## config.mk

```make
export PLATFORM = sky130hd
export DESIGN_NAME = npu_run_ctrl_flat
export DESIGN_NICKNAME = d
export VERILOG_FILES = /design/src/rtl/npu_run_ctrl_if.sv /design/src/rtl/npu_run_ctrl.sv /design/src/flat_wrapper.sv
export SDC_FILE = /design/constraint.sdc
export NUM_CORES = 1
export LEC_CHECK = 0
export BUFFER_PORTS_ARGS = -buffer_cell sky130_fd_sc_hd__buf_2
export CAP_MARGIN = 10
export CORE_ASPECT_RATIO = 0.7
export CORE_MARGIN = 3
export CORE_UTILIZATION = 53
export DETAILED_ROUTE_END_ITERATION = 6
export GPL_TIMING_DRIVEN = 0
export PLACE_DENSITY = 0.81
export REMOVE_ABC_BUFFERS = 1
export SYNTH_ARGS = -nofsm -noshare
export SYNTH_HDL_FRONTEND = slang
export SYNTH_SLANG_ARGS = --single-unit
export TNS_END_PERCENT = 1
```

## constraint.sdc

```tcl
create_clock -name CLKEXT -period 3.8 [get_ports CLKEXT]
set_clock_uncertainty 0.1 [all_clocks]
set_input_delay 0.95 -clock CLKEXT [delete_from_list [all_inputs] [get_ports CLKEXT]]
set_output_delay 0.95 -clock CLKEXT [all_outputs]
set_load 0.03 [all_outputs]
```

## src/rtl/npu_run_ctrl_if.sv

```systemverilog
// -----------------------------------------------------------------------------
// npu_run_ctrl_if
// Bundles every non-clock signal of npu_run_ctrl: host run control, the input
// quad stream, the npu_top control/data pins, the drained-byte output stream,
// status flags and the FSM debug state.
//   master : the run controller (npu_run_ctrl)
//   slave  : host/test logic plus npu_top
//
// Handshakes: a beat moves on a rising clock edge where VALID and READY are both
// 1. The producer keeps DATA stable and VALID high until that edge; READY may
// depend combinationally on the consumer's inputs but never on VALID.
// -----------------------------------------------------------------------------
interface npu_run_ctrl_if #(
  parameter int CNT_W = 8
);
  logic             START;
  logic             ABORT;
  logic [15:0]      SSFR_CFG;
  logic [CNT_W-1:0] NUM_VEC;
  logic [CNT_W-1:0] NUM_OUT;
  logic [31:0]      IN_DATA;
  logic             IN_VALID;
  logic             IN_READY;
  logic             EN_CONFIG;
  logic             EN_FSM;
  logic [7:0]       DA;
  logic [7:0]       DB;
  logic [7:0]       DC;
  logic [7:0]       DD;
  logic             RD_EN;
  logic [7:0]       NPU_DOUT;
  logic             NPU_FULL;
  logic             NPU_EMPTY;
  logic [7:0]       OUT_DATA;
  logic             OUT_VALID;
  logic             OUT_READY;
  logic             BUSY;
  logic             DONE;
  logic             ERR;
  logic [3:0]       STATE_DBG;

  modport master (
    input  START, ABORT, SSFR_CFG, NUM_VEC, NUM_OUT, IN_DATA, IN_VALID,
           NPU_DOUT, NPU_FULL, NPU_EMPTY, OUT_READY,
    output IN_READY, EN_CONFIG, EN_FSM, DA, DB, DC, DD, RD_EN,
           OUT_DATA, OUT_VALID, BUSY, DONE, ERR, STATE_DBG
  );

  modport slave (
    output START, ABORT, SSFR_CFG, NUM_VEC, NUM_OUT, IN_DATA, IN_VALID,
           NPU_DOUT, NPU_FULL, NPU_EMPTY, OUT_READY,
    input  IN_READY, EN_CONFIG, EN_FSM, DA, DB, DC, DD, RD_EN,
           OUT_DATA, OUT_VALID, BUSY, DONE, ERR, STATE_DBG
  );
endinterface

```

## src/rtl/npu_run_ctrl.sv

```systemverilog
// -----------------------------------------------------------------------------
// npu_run_ctrl
// Host-side run sequencer for npu_top. On START it writes the SSFR (DA/DB with
// EN_CONFIG), pulses EN_FSM, streams NUM_VEC quads onto DA..DD, waits LAT_CYC
// cycles for the pipeline and then drains NUM_OUT bytes from npu_top's output
// FIFO to the OUT_* stream.
// Ports:
//   CLKEXT  - clock
//   RST_GLO - synchronous active-high reset (also clears ERR)
//   bus     - npu_run_ctrl_if.master: run control, input quad stream,
//             npu_top pins, output byte stream, BUSY/DONE/ERR, STATE_DBG
// -----------------------------------------------------------------------------
module npu_run_ctrl #(
  parameter int CNT_W   = 8,
  parameter int LAT_CYC = 16,
  parameter int TIMEOUT = 1000
) (
  input logic            CLKEXT,
  input logic            RST_GLO,
  npu_run_ctrl_if.master bus
);

  typedef enum logic [3:0] {
    S_IDLE, S_CFG, S_CFG_GAP, S_ENA, S_STREAM, S_WAIT, S_DRAIN, S_FIN
  } state_t;

  state_t           state;
  logic [CNT_W-1:0] nv_q, no_q, vec_cnt, out_cnt;
  logic [15:0]      tmr;           // WAIT length, then consecutive-empty count in DRAIN
  logic             en_config_q, en_fsm_q, rd_en_q, out_valid_q;
  logic             busy_q, done_q, err_q;
  logic [7:0]       da_q, db_q, dc_q, dd_q, out_data_q;

  logic             xfer, out_acc;
  logic [CNT_W-1:0] vec_nxt, out_nxt;

  assign xfer    = (state == S_STREAM) && bus.IN_VALID && !bus.NPU_FULL;
  assign out_acc = out_valid_q && bus.OUT_READY;
  assign vec_nxt = vec_cnt + CNT_W'(1);
  assign out_nxt = out_cnt + CNT_W'(1);

  always_ff @(posedge CLKEXT) begin
    if (RST_GLO || bus.ABORT) begin
      // ABORT is a soft reset: everything but the sticky ERR returns to reset.
      state       <= S_IDLE;
      nv_q        <= '0;
      no_q        <= '0;
      vec_cnt     <= '0;
      out_cnt     <= '0;
      tmr         <= '0;
      en_config_q <= 1'b0;
      en_fsm_q    <= 1'b0;
      rd_en_q     <= 1'b0;
      out_valid_q <= 1'b0;
      busy_q      <= 1'b0;
      done_q      <= 1'b0;
      da_q        <= '0;
      db_q        <= '0;
      dc_q        <= '0;
      dd_q        <= '0;
      out_data_q  <= '0;
      if (RST_GLO) err_q <= 1'b0;
    end else begin
      case (state)
        S_IDLE: begin
          if (bus.START) begin
            nv_q        <= bus.NUM_VEC;
            no_q        <= bus.NUM_OUT;
            vec_cnt     <= '0;
            out_cnt     <= '0;
            err_q       <= 1'b0;
            da_q        <= bus.SSFR_CFG[15:8];
            db_q        <= bus.SSFR_CFG[7:0];
            en_config_q <= 1'b1;
            busy_q      <= 1'b1;
            state       <= S_CFG;
          end
        end
        S_CFG: begin
          en_config_q <= 1'b0;
          state       <= S_CFG_GAP;
        end
        S_CFG_GAP: begin
          en_fsm_q <= 1'b1;
          da_q     <= '0;
          db_q     <= '0;
          dc_q     <= '0;
          dd_q     <= '0;
          state    <= S_ENA;
        end
        S_ENA: begin
          en_fsm_q <= 1'b0;
          tmr      <= '0;
          state    <= (nv_q == '0) ? S_WAIT : S_STREAM;
        end
        S_STREAM: begin
          if (xfer) begin
            {da_q, db_q, dc_q, dd_q} <= bus.IN_DATA;
            vec_cnt <= vec_nxt;
            if (vec_nxt == nv_q) begin
              tmr   <= '0;
              state <= S_WAIT;
            end
          end
        end
        S_WAIT: begin
          if (tmr == 16'(LAT_CYC - 1)) begin
            tmr <= '0;
            if (no_q == '0) begin
              done_q <= 1'b1;
              state  <= S_FIN;
            end else begin
              state <= S_DRAIN;
            end
          end else begin
            tmr <= tmr + 16'd1;
          end
        end
        S_DRAIN: begin
          // RD_EN doubles as the read-pending flag: the byte is captured on the
          // edge that ends the RD_EN cycle, so at most one read is in flight.
          if (rd_en_q) begin
            rd_en_q     <= 1'b0;
            out_data_q  <= bus.NPU_DOUT;
            out_valid_q <= 1'b1;
          end else if (!out_valid_q && !bus.NPU_EMPTY) begin
            rd_en_q <= 1'b1;
          end
          if (out_acc) begin
            out_valid_q <= 1'b0;
            out_cnt     <= out_nxt;
          end
          if (out_acc && (out_nxt == no_q)) begin
            done_q <= 1'b1;
            state  <= S_FIN;
          end else if (bus.NPU_EMPTY) begin
            if (tmr == 16'(TIMEOUT - 1)) begin
              err_q       <= 1'b1;
              busy_q      <= 1'b0;
              rd_en_q     <= 1'b0;
              out_valid_q <= 1'b0;
              state       <= S_IDLE;
            end else begin
              tmr <= tmr + 16'd1;
            end
          end else begin
            tmr <= '0;
          end
        end
        S_FIN: begin
          done_q <= 1'b0;
          busy_q <= 1'b0;
          state  <= S_IDLE;
        end
        default: state <= S_IDLE;
      endcase
    end
  end

  assign bus.IN_READY  = (state == S_STREAM) && !bus.NPU_FULL;
  assign bus.EN_CONFIG = en_config_q;
  assign bus.EN_FSM    = en_fsm_q;
  assign bus.DA        = da_q;
  assign bus.DB        = db_q;
  assign bus.DC        = dc_q;
  assign bus.DD        = dd_q;
  assign bus.RD_EN     = rd_en_q;
  assign bus.OUT_DATA  = out_data_q;
  assign bus.OUT_VALID = out_valid_q;
  assign bus.BUSY      = busy_q;
  assign bus.DONE      = done_q;
  assign bus.ERR       = err_q;
  assign bus.STATE_DBG = state;

endmodule

```

## src/flat_wrapper.sv

```systemverilog
// flat-port wrapper written by rule: the top's interface ports become plain ports
module npu_run_ctrl_flat 
#(
  parameter int CNT_W   = 8,
  parameter int LAT_CYC = 16,
  parameter int TIMEOUT = 1000
)
  (CLKEXT, RST_GLO, bus_START, bus_ABORT, bus_SSFR_CFG, bus_NUM_VEC, bus_NUM_OUT, bus_IN_DATA, bus_IN_VALID, bus_NPU_DOUT, bus_NPU_FULL, bus_NPU_EMPTY, bus_OUT_READY, bus_IN_READY, bus_EN_CONFIG, bus_EN_FSM, bus_DA, bus_DB, bus_DC, bus_DD, bus_RD_EN, bus_OUT_DATA, bus_OUT_VALID, bus_BUSY, bus_DONE, bus_ERR, bus_STATE_DBG);
  npu_run_ctrl_if #(.CNT_W(CNT_W)) bus_i ();
  input logic CLKEXT;
  input logic RST_GLO;
  input wire logic [$bits(bus_i.START)-1:0] bus_START;
  input wire logic [$bits(bus_i.ABORT)-1:0] bus_ABORT;
  input wire logic [$bits(bus_i.SSFR_CFG)-1:0] bus_SSFR_CFG;
  input wire logic [$bits(bus_i.NUM_VEC)-1:0] bus_NUM_VEC;
  input wire logic [$bits(bus_i.NUM_OUT)-1:0] bus_NUM_OUT;
  input wire logic [$bits(bus_i.IN_DATA)-1:0] bus_IN_DATA;
  input wire logic [$bits(bus_i.IN_VALID)-1:0] bus_IN_VALID;
  input wire logic [$bits(bus_i.NPU_DOUT)-1:0] bus_NPU_DOUT;
  input wire logic [$bits(bus_i.NPU_FULL)-1:0] bus_NPU_FULL;
  input wire logic [$bits(bus_i.NPU_EMPTY)-1:0] bus_NPU_EMPTY;
  input wire logic [$bits(bus_i.OUT_READY)-1:0] bus_OUT_READY;
  output wire logic [$bits(bus_i.IN_READY)-1:0] bus_IN_READY;
  output wire logic [$bits(bus_i.EN_CONFIG)-1:0] bus_EN_CONFIG;
  output wire logic [$bits(bus_i.EN_FSM)-1:0] bus_EN_FSM;
  output wire logic [$bits(bus_i.DA)-1:0] bus_DA;
  output wire logic [$bits(bus_i.DB)-1:0] bus_DB;
  output wire logic [$bits(bus_i.DC)-1:0] bus_DC;
  output wire logic [$bits(bus_i.DD)-1:0] bus_DD;
  output wire logic [$bits(bus_i.RD_EN)-1:0] bus_RD_EN;
  output wire logic [$bits(bus_i.OUT_DATA)-1:0] bus_OUT_DATA;
  output wire logic [$bits(bus_i.OUT_VALID)-1:0] bus_OUT_VALID;
  output wire logic [$bits(bus_i.BUSY)-1:0] bus_BUSY;
  output wire logic [$bits(bus_i.DONE)-1:0] bus_DONE;
  output wire logic [$bits(bus_i.ERR)-1:0] bus_ERR;
  output wire logic [$bits(bus_i.STATE_DBG)-1:0] bus_STATE_DBG;
  assign bus_i.START = bus_START;
  assign bus_i.ABORT = bus_ABORT;
  assign bus_i.SSFR_CFG = bus_SSFR_CFG;
  assign bus_i.NUM_VEC = bus_NUM_VEC;
  assign bus_i.NUM_OUT = bus_NUM_OUT;
  assign bus_i.IN_DATA = bus_IN_DATA;
  assign bus_i.IN_VALID = bus_IN_VALID;
  assign bus_i.NPU_DOUT = bus_NPU_DOUT;
  assign bus_i.NPU_FULL = bus_NPU_FULL;
  assign bus_i.NPU_EMPTY = bus_NPU_EMPTY;
  assign bus_i.OUT_READY = bus_OUT_READY;
  assign bus_IN_READY = bus_i.IN_READY;
  assign bus_EN_CONFIG = bus_i.EN_CONFIG;
  assign bus_EN_FSM = bus_i.EN_FSM;
  assign bus_DA = bus_i.DA;
  assign bus_DB = bus_i.DB;
  assign bus_DC = bus_i.DC;
  assign bus_DD = bus_i.DD;
  assign bus_RD_EN = bus_i.RD_EN;
  assign bus_OUT_DATA = bus_i.OUT_DATA;
  assign bus_OUT_VALID = bus_i.OUT_VALID;
  assign bus_BUSY = bus_i.BUSY;
  assign bus_DONE = bus_i.DONE;
  assign bus_ERR = bus_i.ERR;
  assign bus_STATE_DBG = bus_i.STATE_DBG;
  npu_run_ctrl #(.CNT_W(CNT_W), .LAT_CYC(LAT_CYC), .TIMEOUT(TIMEOUT)) u_core (.CLKEXT(CLKEXT), .RST_GLO(RST_GLO), .bus(bus_i));
endmodule
```

Yosys cells after proc, flatten, opt, wreduce, memory -nomap -nowiden:

Cells that the tools add are included.

* add/sub/neg operators: 3
* equality and inequality tests: 29
* muxes and demuxes: 60
* reduce and logical (&&, ||, !) cells: 35

Operators with widths (number)
* two-way mux 16 bit: 6
* two-way mux 8 bit: 9
* case mux 16 bit (4 select lines): 1
* case mux 8 bit (2 select lines): 4
* case mux 8 bit (3 select lines): 2
* two-way mux 4 bit: 7
* case mux 4 bit (7 select lines): 1
* two-way mux 1 bit: 25
* adder 16 x 1 -> 16 bit, second input constant: 1
* adder 8 x 1 -> 8 bit, second input constant: 2
* equality test 16 x 10 -> 1 bit, second input constant: 1
* equality test 16 x 4 -> 1 bit, second input constant: 1
* equality test 4 x 3 -> 1 bit, second input constant: 4
* equality test 8 bit: 2
* logical NOT 8 bit: 2
* inequality test 2 x 1 -> 1 bit, second input constant: 6
* inequality test 3 x 2 -> 1 bit, second input constant: 4
* AND reduction 6 bit: 2
* nonzero test 3 bit: 4
* inequality test 2 bit, second input constant: 5
* AND reduction 5 bit: 2
* nonzero test 2 bit: 5
* AND reduction 3 bit: 3
* equality test 4 x 2 -> 1 bit, second input constant: 2
* 12 further kinds: 26

* register bits after elaboration: 99
* bits of input ports: 80
* output and inout port bits: 52
* logic and storage cells: 145

Logic depth before layout (Yosys ltp):

Gate-level depths: netlist of the first run.

* depth after elaboration: 7
* depth in mapped cells: 9
* gate-level depth less buffers: 8

Least setup slack after synthesis of the first run:

OpenSTA, ideal clock, no wires.

* kind: flip-flop to flip-flop
* from: register u_core.vec_cnt[0]
* to: register u_core.state[0] (netlist: u_core.bus.STATE_DBG[0])
* setup time: 84 ps
* arrival: 2456 ps
* data required time: 3616 ps
* path slack: 1160 ps
* stages on the path, launching flop included: 9
* buffers on the path: 0
* clock period less this slack: 2640 ps
* cells stage by stage: dfxtp_1 > ha_1 > nand3_2 > or3_1 > a2111o_1 > a2111oi_2 > a21oi_1 > or3_4 > o31ai_2

* longest elaborated chain between the ends: 4

Ends and longest elaborated chain
* from (decl): RTL line npu_run_ctrl.sv:28 `logic [CNT_W-1:0] nv_q, no_q, vec_cnt, out_cnt;`
* from (signal assigned): RTL line npu_run_ctrl.sv:99 `vec_cnt <= vec_nxt;`
* adder 8 x 1 -> 8 bit: RTL line npu_run_ctrl.sv:39 `assign vec_nxt = vec_cnt + CNT_W'(1);`
* equality test 8 bit: RTL line npu_run_ctrl.sv:100 `if (vec_nxt == nv_q) begin`
* inequality test 2 bit (no line)
* AND reduction 6 bit (no line)
* to (signal assigned): RTL line npu_run_ctrl.sv:94 `state <= (nv_q == '0) ? S_WAIT : S_STREAM;`
* to (decl): RTL line npu_run_ctrl.sv:27 `state_t state;`

Every way passes these cells.
A chain may end at the register's enable or synchronous reset.

Final worst setup path of the first run:

* from: register u_core.out_cnt[0]
* to: register u_core.tmr[14]

* longest elaborated chain between the ends: 5

Ends and longest elaborated chain
* from (decl): RTL line npu_run_ctrl.sv:28
* from (signal assigned): RTL line npu_run_ctrl.sv:131 `out_cnt <= out_nxt;`
* adder 8 x 1 -> 8 bit: RTL line npu_run_ctrl.sv:40 `assign out_nxt = out_cnt + CNT_W'(1);`
* equality test 8 bit: RTL line npu_run_ctrl.sv:133 `if (out_acc && (out_nxt == no_q)) begin`
* logical AND 1 bit: RTL line npu_run_ctrl.sv:133
* inequality test 2 bit (no line)
* AND reduction 5 bit (no line)
* to (signal assigned): RTL line npu_run_ctrl.sv:116 `tmr <= tmr + 16'd1;`
* to (signal assigned): RTL line npu_run_ctrl.sv:144 `tmr <= tmr + 16'd1;`
* to (decl): RTL line npu_run_ctrl.sv:29 `logic [15:0] tmr;`

Every way passes these cells.

==> reports/qor.yml, run 1 <==
critical_path:
  worstPathMaxFanout: 12
  r2r-end: "u_core.tmr[14]"
  rr_worst_depth: 8
  cp.arrival_ps: 3630
  start_kind: "flop"
  crit_required_ps: 3970
  worst_setup_path_end_kind: "flop"
  critPathKind: "flop to flop"
  regToRegSetupSlack_ps: 330
  endpoint: "u_core.tmr[14]"
  crit_start: "u_core.out_cnt[0]"
  reg2reg_from: "u_core.out_cnt[0]"
synthesis:
  synth_area_per_cell_um2: 7.639
  yosys-top-cells-count: "nand2_1, dfxtp_1, a21oi_1, nor2_1, clkbuf_1"
  netlist.area_leader.share: 0.3869
  synth_area_um2: 5019
  ys_top_cells_by_area: "dfxtp_1, nand2_1, a21oi_1"
  yosysMostFrequentCell: "nand2_1"
  synthCells: 657
  async_flop_share: 0
  synth_top_flop_cell: "dfxtp_1"
  ys_ff_latch: 98
  yosysSeqAreaShare: 0.3929
  yosysWarnings: 0
  synth-edff-count: 1
  yosysUniqueCellTypes: 68
  yosysTopAreaCell: "dfxtp_1"
floorplan:
  initial_core_util: 0.5489
  die_area_um2: 10690
  io_pins: 132
  core-area_um2: 9144
  rows: 29
  die_x_um: 122.3
  fp.dieH_um: 87.42
clock_tree:
  cts-root-buf: "clkbuf_16"
  postCtsSetupBuffers: 0
  clk_path_buf_depth: 2
  cts.sinks: 98
  hold_buffers: 0
  htree_levels: 3
  numCtsBuffers: 9
  post_cts_resized: 0
  cts.clk_slew.worst_paths_ps: 70
  cts_tree: "yes"
  clk_latency_ps: 350
placed_design:
  placed_area_um2: 5733
  gp_congestion: 0.8838
  hpwl_mm: 10.33
  port_buffers: 130
  pre_cts_ws_ps: 419.1
detailed_routing:
  drc: 0
  wl_mm: 14.29
  drt_iter0_markers: 568
  dr.pass1.iters: 5
  vias: 5365
  wl_per_cell_um: 16.04
  ant_nets: 0
  vias_per_cell: 6.021
grt:
  grt_pass1_wl_mm: 22.42
  first_global_vias: 4622
  antenna_found_initial: 0
  grt_max_degree: 84
  grt_use_total: 0.2584
  grt-ovfl-total: 0
timing:
  setup-tns-final_ps: 0
  period_share: 0.9119
  hold_violations: 0
  finalCriticalPeriod_ps: 3465
  setup_viol: 0
  max_slew_margin: 0.2000
  slew_violations: 0
  fmax_mhz: 288.6
  rsz0062_at_grt: "no"
  tightest_slew_ps: 1200
  setup_ws_ps: 334.8
power:
  power_per_cell_area_nw_per_um2: 356.5
  power.leakage_nw: 2.330
  ir_drop_uv: 280.3
  power.total_mw: 2.144
final_layout:
  area_growth_pct: 19.87
  drive_gt1_frac: 0.2164
  diodes: 0
  regMostFlops: "u_core.tmr"
  fin_area_um2: 6016
  final_nets: 845
  largest_reg_flops: 16
  fillers: 802
run:
  maxCapViolCount: 0
min_path:
  hold_class: "flop to flop"
run_status:
  status: "finished clean"
[placed cells by master, fill, tap and decap left out, types with 4 or more instances in the layout]
master,synthesis,final
a21oi_1,72,71
nand2b_1,6,6
a211oi_1,28,28
o21a_1,4,4
and3_1,8,8
o22ai_1,5,5
o211ai_1,5,5
and2_1,4,4
nor3_1,8,8
o21ai_1,9,9
nor2_1,65,64
nand4_1,4,4
o21ai_0,23,23
clkbuf_16,0,9
nor2b_1,5,5
dfxtp_1,97,97
o2111ai_1,8,8
or3_1,5,5
buf_2,3,130
inv_1,13,13
nand3_1,32,32
nor4_1,15,15
xnor2_1,12,12
xor2_1,5,5
a22oi_1,17,17
nand2_1,112,112
[worst max-delay path: stages, from the launching register on]
cell	delay, ps
dfxtp_1	450
ha_1	260
nand3_1	220
o21a_1	250
a2111oi_0	470
o21ai_0	190
o21ai_1	790
a21oi_1	360
o21ai_0	270
[worst min path at each step]
stage,from,end,slack [ps],depth (start not counted)
floorplan,u_core.tmr[1],u_core.tmr[1],350,2
global placement,u_core.bus.DD[3],u_core.bus.DD[3],340,2
detailed placement,u_core.bus.DC[1],u_core.bus.DC[1],340,2
CTS,u_core.bus.DC[1],u_core.bus.DC[1],350,2
global route,u_core.bus.DC[2],u_core.bus.DC[2],370,2
finish,u_core.bus.DC[4],u_core.bus.DC[4],350,2
[final cells by class]
class                   count  area [µm²]  area share
clock buffers               9       225.2     0.03744
flip-flops and latches     98        1972      0.3278
repair buffers            134       708.2      0.1177
inverters                  14       52.55    0.008735
multi-input cells         505        2845      0.4730
well taps                 124       155.1     0.02579
clock inverters             7       57.56    0.009567
[power breakdown]
part           internal, mW  leakage (nW)  switching [mW]
Combinational        0.0757          1.39           0.125
Clock                 0.456         0.143           0.425
Sequential             1.05         0.795          0.0169
[metal layers]
| layer | vias up | GRT usage | part of all wire |
|---|---|---|---|
| met2 | 250 | 0.4123 | 0.48 |
| li1 | 2588 | - | - |
| met4 | 0 | 0.07215 | 0.016 |
| met1 | 2493 | 0.3468 | 0.42 |
| met5 | - | 0 | 0 |
| met3 | 34 | 0.06818 | 0.086 |
[metrics by stage]
stage            util  hold WS [ps]  instances
3_3_place_gp   0.6197         335.8        871
3_5_place_dp   0.6270         343.0        875
6_report       0.6579         350.9        891
2_1_floorplan       -         346.9        617
5_1_grt        0.6579         372.7        891
4_1_cts        0.6579         352.9        891
[logic make-up after synthesis]
family                   Yosys count  synth area share
XOR/XNOR                          17           0.02967
other                              1         0.0007472
buffers and inverters             54           0.04188
flip-flops                        98            0.3929
adder cells (fa/ha/maj)            4          0.009475
AO/OA/AOI/OAI                    197            0.2555
AND/OR/NAND/NOR                  285            0.2678
multiplexers                       1          0.001995
Note: power is estimated with default switching activity, not from simulation.
==> run 2, diff against run 1 <==
--- a/config.mk
+++ b/config.mk
@@ -8,7 +8,7 @@
 export BUFFER_PORTS_ARGS = -buffer_cell sky130_fd_sc_hd__buf_2
 export CAP_MARGIN = 10
 export CORE_ASPECT_RATIO = 0.7
-export CORE_MARGIN = 3
+export CORE_MARGIN = 4
 export CORE_UTILIZATION = 53
 export DETAILED_ROUTE_END_ITERATION = 6
 export GPL_TIMING_DRIVEN = 0
==> constraint.sdc (replaced) <==
create_clock -name CLKEXT -period 3.2 [get_ports CLKEXT]
set_clock_uncertainty 0.1 [all_clocks]
set_input_delay 0.8 -clock CLKEXT [delete_from_list [all_inputs] [get_ports CLKEXT]]
set_output_delay 0.8 -clock CLKEXT [all_outputs]
set_load 0.03 [all_outputs]
==> reports/qor.yml, run 2 (synthesis gave the netlist of run 1 again) <==
grt:
  grt-ovfl-total: 0
  antenna_found_initial: 0
  grt_max_degree: 84
  grt_use_total: 0.2436
  first_global_vias: 4772
  grt_pass1_wl_mm: 22.54
critical_path:
  cp.arrival_ps: 3160
  critPathKind: "flop to flop"
  crit_required_ps: 3380
  reg2reg_from: "u_core.vec_cnt[0]"
  slowest_stage: "a2111o_1"
  cp_cell_sequence: "ha_1, nand3_2, or3_1, a2111o_1, a2111oi_4, nor2_2, a21oi_2, mux2i_1"
  regToRegSetupSlack_ps: 220
  critPathMaxStageDelay_ps: 460
  worstPathMaxFanout: 11
  rr_worst_depth: 8
  r2r-end: "u_core.tmr[1]"
  start_kind: "flop"
  worst_setup_path_end_kind: "flop"
final_layout:
  post-route-util: 0.6657
  fin_area_um2: 6087
  final_cell_mix: "buf_2, nand2_1, dfxtp_1"
  final_nets: 846
  largest_reg_flops: 16
  seq_area_um2: 1972
  fillers: 822
  final_common_cell: "buf_2"
  multi_input_area_um2: 2889
  diodes: 0
  area_growth_pct: 21.29
  regMostFlops: "u_core.tmr"
  drive_gt1_frac: 0.2240
detailed_routing:
  ant_nets: 0
  vias_per_cell: 5.933
  vias: 5292
  drc: 0
  wl_per_cell_um: 16.06
  dr.pass1.iters: 6
  drt_iter0_markers: 656
  wl_mm: 14.33
clock_tree:
  postCtsSetupBuffers: 0
  htree_levels: 3
  cts.sinks: 98
  cts-root-buf: "clkbuf_16"
  post_cts_resized: 3
  cts_tree: "yes"
  clk_path_buf_depth: 2
  clk_latency_ps: 350
  hold_buffers: 0
  numCtsBuffers: 9
  cts.clk_slew.worst_paths_ps: 70
timing:
  finalCriticalPeriod_ps: 2984
  tightest_slew_ps: 952.6
  hold_violations: 0
  setup_viol: 0
  rsz0062_at_grt: "no"
  slew_violations: 0
  max_slew_margin: 0.3626
  setup-tns-final_ps: 0
  fmax_mhz: 335.1
  period_share: 0.9324
min_path:
  hold_class: "flop to flop"
  worstHoldStart: "u_core.bus.DC[0]"
  whs_path_depth: 2
  hold_end: "u_core.bus.DC[0]"
floorplan:
  fp.dieH_um: 89.42
  die_x_um: 124.3
  initial_core_util: 0.5489
  core-area_um2: 9144
  io_pins: 132
  rows: 29
  die_area_um2: 11110
power:
  power.total_mw: 2.629
  power.leakage_nw: 2.343
  ir_drop_uv: 314.8
  power_per_cell_area_nw_per_um2: 432.0
placed_design:
  port_buffers: 130
  gp_congestion: 0.9133
  placed_area_um2: 5724
  hpwl_mm: 10.17
run:
  maxCapViolCount: 0
run_status:
  status: "finished clean"
==> run 2: changes by cell type in the layout (fill, tap and decap cells not counted), sizes merged <==
cell and change:
inv -2, buf +1, bufinv +1, clkbuf +1, clkinv -1, clkinvlp +1
==> run 2: stage by stage <==
step	hold slack [ps]	setup slack (ps)	std cells
4_1_cts	349.1	25.43	891
3_5_place_dp	339.8	-200.2	875
6_report	350.1	216.2	892
2_1_floorplan	346.9	102.7	617
5_1_grt	370.8	61.72	892
3_3_place_gp	335.4	-463.5	871
==> run 2: routing by layer <==
metal | global-route usage | share of wire | vias to the layer above
met5 | 0 | 0 | -
met4 | 0.07562 | 0.015 | 0
met3 | 0.06448 | 0.075 | 23
met2 | 0.4069 | 0.48 | 228
met1 | 0.3143 | 0.43 | 2452
li1 | - | - | 2589
==> run 2: layout make-up <==
class | count | share of cell area
Inverter | 14 | 0.008633
Timing Repair Buffer | 135 | 0.1161
Clock inverter | 6 | 0.01192
Clock buffer | 10 | 0.03926
Tap cell | 124 | 0.02549
Sequential cell | 98 | 0.3239
Multi-Input combinational cell | 505 | 0.4746
==> run 2: worst max-delay path: cells and delay by family, from the launching register on <==
| kind | cells | cell delay [ps] |
|---|---|---|
| compound gates | 3 | 1080 |
| simple gates | 3 | 780 |
| flops | 1 | 420 |
| mux | 1 | 230 |
| fa+ha+maj | 1 | 300 |
==> run 2: report_power, final <==
group / total, mW / internal (mW) / leakage [nW] / switching (mW)
sequential: 1.26 / 1.24 / 0.795 / 0.0199
combinational: 0.241 / 0.0911 / 1.40 / 0.150
clock: 1.13 / 0.637 / 0.152 / 0.490
==> run 2: how the worst max path moves through the flow <==
stage,from,end,slack (ps)
after floorplan,u_core.bus.STATE_DBG[2],u_core.vec_cnt[2],100
after global placement,u_core.bus.STATE_DBG[1],u_core.vec_cnt[6],-460
after detailed placement,u_core.out_cnt[0],u_core.tmr[4],-200
after CTS,u_core.vec_cnt[0],u_core.tmr[1],30
after global routing,u_core.vec_cnt[0],u_core.tmr[6],60
final,u_core.vec_cnt[0],u_core.tmr[1],220
==> run 3, diff against run 2 <==
--- a/config.mk
+++ b/config.mk
@@ -9,10 +9,11 @@
 export CAP_MARGIN = 10
 export CORE_ASPECT_RATIO = 0.7
 export CORE_MARGIN = 4
-export CORE_UTILIZATION = 53
+export CORE_UTILIZATION = 55
+export CTS_BUF_LIST = sky130_fd_sc_hd__clkbuf_4 sky130_fd_sc_hd__clkbuf_8
 export DETAILED_ROUTE_END_ITERATION = 6
 export GPL_TIMING_DRIVEN = 0
-export PLACE_DENSITY = 0.81
+export PLACE_DENSITY = 0.84
 export REMOVE_ABC_BUFFERS = 1
 export SYNTH_ARGS = -nofsm -noshare
 export SYNTH_HDL_FRONTEND = slang
==> constraint.sdc (replaced) <==
create_clock -name CLKEXT -period 3 [get_ports CLKEXT]
set_clock_uncertainty 0.1 [all_clocks]
set_input_delay 0.75 -clock CLKEXT [delete_from_list [all_inputs] [get_ports CLKEXT]]
set_output_delay 0.75 -clock CLKEXT [all_outputs]
set_load 0.03 [all_outputs]
==> reports/qor.yml, run 3 (synthesis gave the netlist of run 1 again) <==
run_status:
  status: "finished clean"
critical_path:
  rr_worst_depth: 8
  path_delay_family: "compound AO/OA/AOI/OAI gates"
  critPathMaxStageDelay_ps: 450
  critPathBufInv: 0
  cp.arrival_ps: 3010
  cp_cell_sequence: "ha_4, nand3_2, or3_1, a2111o_1, a2111oi_4, nor2_2, a211oi_1, o22ai_1"
  worstPathMaxFanout: 11
  r2r-end: "u_core.tmr[2]"
  critPathKind: "flop to flop"
  reg2reg_from: "u_core.vec_cnt[1]"
  crit_required_ps: 3150
  regToRegSetupSlack_ps: 150
  slowest_stage: "a2111o_1"
  start_kind: "flop"
  worst_setup_path_end_kind: "flop"
floorplan:
  die_area_um2: 10740
  fp.dieH_um: 87.92
  die_x_um: 122.2
  initial_core_util: 0.5800
  rows: 28
  io_pins: 132
  core-area_um2: 8653
placed_design:
  placed_cells: 871
  port_buffers: 130
  hpwl_mm: 10.48
  pre_cts_ws_ps: -358.8
  gp_congestion: 0.9273
  placed_area_um2: 5719
final_layout:
  final_cell_mix: "buf_2, nand2_1, dfxtp_1"
  diodes: 0
  drive_gt1_frac: 0.2311
  regMostFlops: "u_core.tmr"
  final_common_cell: "buf_2"
  fin_area_um2: 5969
  largest_reg_flops: 16
  final_nets: 845
  area_growth_pct: 18.95
  stdcell_count: 886
  post-route-util: 0.6899
grt:
  grt_max_degree: 84
  grt_use_total: 0.2654
  grt-ovfl-total: 0
  first_global_vias: 4921
  antenna_found_initial: 0
  grt_pass1_wl_mm: 23.15
min_path:
  hold_class: "flop to flop"
  worstHoldStart: "u_core.bus.DD[0]"
  hold_end: "u_core.bus.DD[0]"
  whs_path_depth: 2
clock_tree:
  clk_latency_ps: 370
  cts-root-buf: "clkbuf_8"
  cts.sinks: 98
  hold_buffers: 0
  cts_tree: "yes"
  htree_levels: 3
  numCtsBuffers: 9
  clk_path_buf_depth: 2
  cts.clk_slew.worst_paths_ps: 100
  postCtsSetupBuffers: 0
timing:
  fmax_mhz: 350.3
  tightest_slew_ps: 1133
  period_share: 0.9516
  setup-tns-final_ps: 0
  hold_violations: 0
  slew_violations: 0
  holdWs_ps: 352.4
  max_slew_margin: 0.2417
  finalCriticalPeriod_ps: 2855
  setup_viol: 0
  setup_ws_ps: 145.2
  rsz0062_at_grt: "no"
run:
  maxCapViolCount: 0
detailed_routing:
  wl_per_cell_um: 16.58
  drc: 0
  ant_nets: 0
  drt_iter0_markers: 531
  vias_per_cell: 6.070
  vias: 5378
  dr.pass1.iters: 5
  wl_mm: 14.69
power:
  power.leakage_nw: 2.273
  power_per_cell_area_nw_per_um2: 399.4
  ir_drop_uv: 252.1
  power.total_mw: 2.384
[run 3: cell types whose count changed in the layout (fill, tap and decap cells not counted), sizes merged]
cell,before,now
buf,135,134
bufinv,1,0
clkbuf,10,9
clkinv,2,3
[run 3: how the worst max path moves through the flow]
stage / slack (ps) / startpoint / cells past startpoint / end
final: 150 / u_core.vec_cnt[1] / 8 / u_core.tmr[2]
after global routing: 30 / u_core.bus.STATE_DBG[2] / 8 / u_core.vec_cnt[2]
after CTS: 3 / u_core.bus.STATE_DBG[0] / 4 / bus_IN_READY
after detailed placement: -360 / u_core.out_cnt[0] / 8 / u_core.tmr[6]
after global placement: -770 / u_core.bus.STATE_DBG[2] / 7 / u_core.vec_cnt[6]
after floorplan: -100 / u_core.bus.STATE_DBG[2] / 7 / u_core.vec_cnt[2]
[run 3: timing repair]
action / CTS / global route
endpoints found under the setup margin: 18 / 28
pin swaps: 0 / 1
cloned: 0 / 0
gates resized for setup: 8 / 11
[run 3: final cells by class]
class	instances	area [µm²]
clock buffers	9	123.9
multi-input cells	505	2918
flip-flops and latches	98	1977
inverters	14	52.55
fillers	734	2684
repair buffers	134	699.4
well taps	120	150.1
clock inverters	6	48.80
[run 3: worst min-delay path: stages, from the launching register on]
cell and delay, ps:
dfxtp_1 320, nand2_1 50, a21oi_1 50
[run 3: metal layers]
layer | wire (µm) | global-route usage | share of wire | up-vias
met2 | 6990 | 0.4284 | 0.48 | 272
met5 | 0 | 0 | 0 | -
met1 | 6094 | 0.3466 | 0.41 | 2481
li1 | - | - | - | 2579
met3 | 1274 | 0.05939 | 0.087 | 46
met4 | 326 | 0.1128 | 0.022 | 0
[run 3: power breakdown]
part | internal, mW | switching (mW) | leakage (nW)
Sequential | 1.32 | 0.0219 | 0.797
Combinational | 0.0967 | 0.161 | 1.39
Clock | 0.306 | 0.475 | 0.0866
Total | 1.73 | 0.658 | 2.27
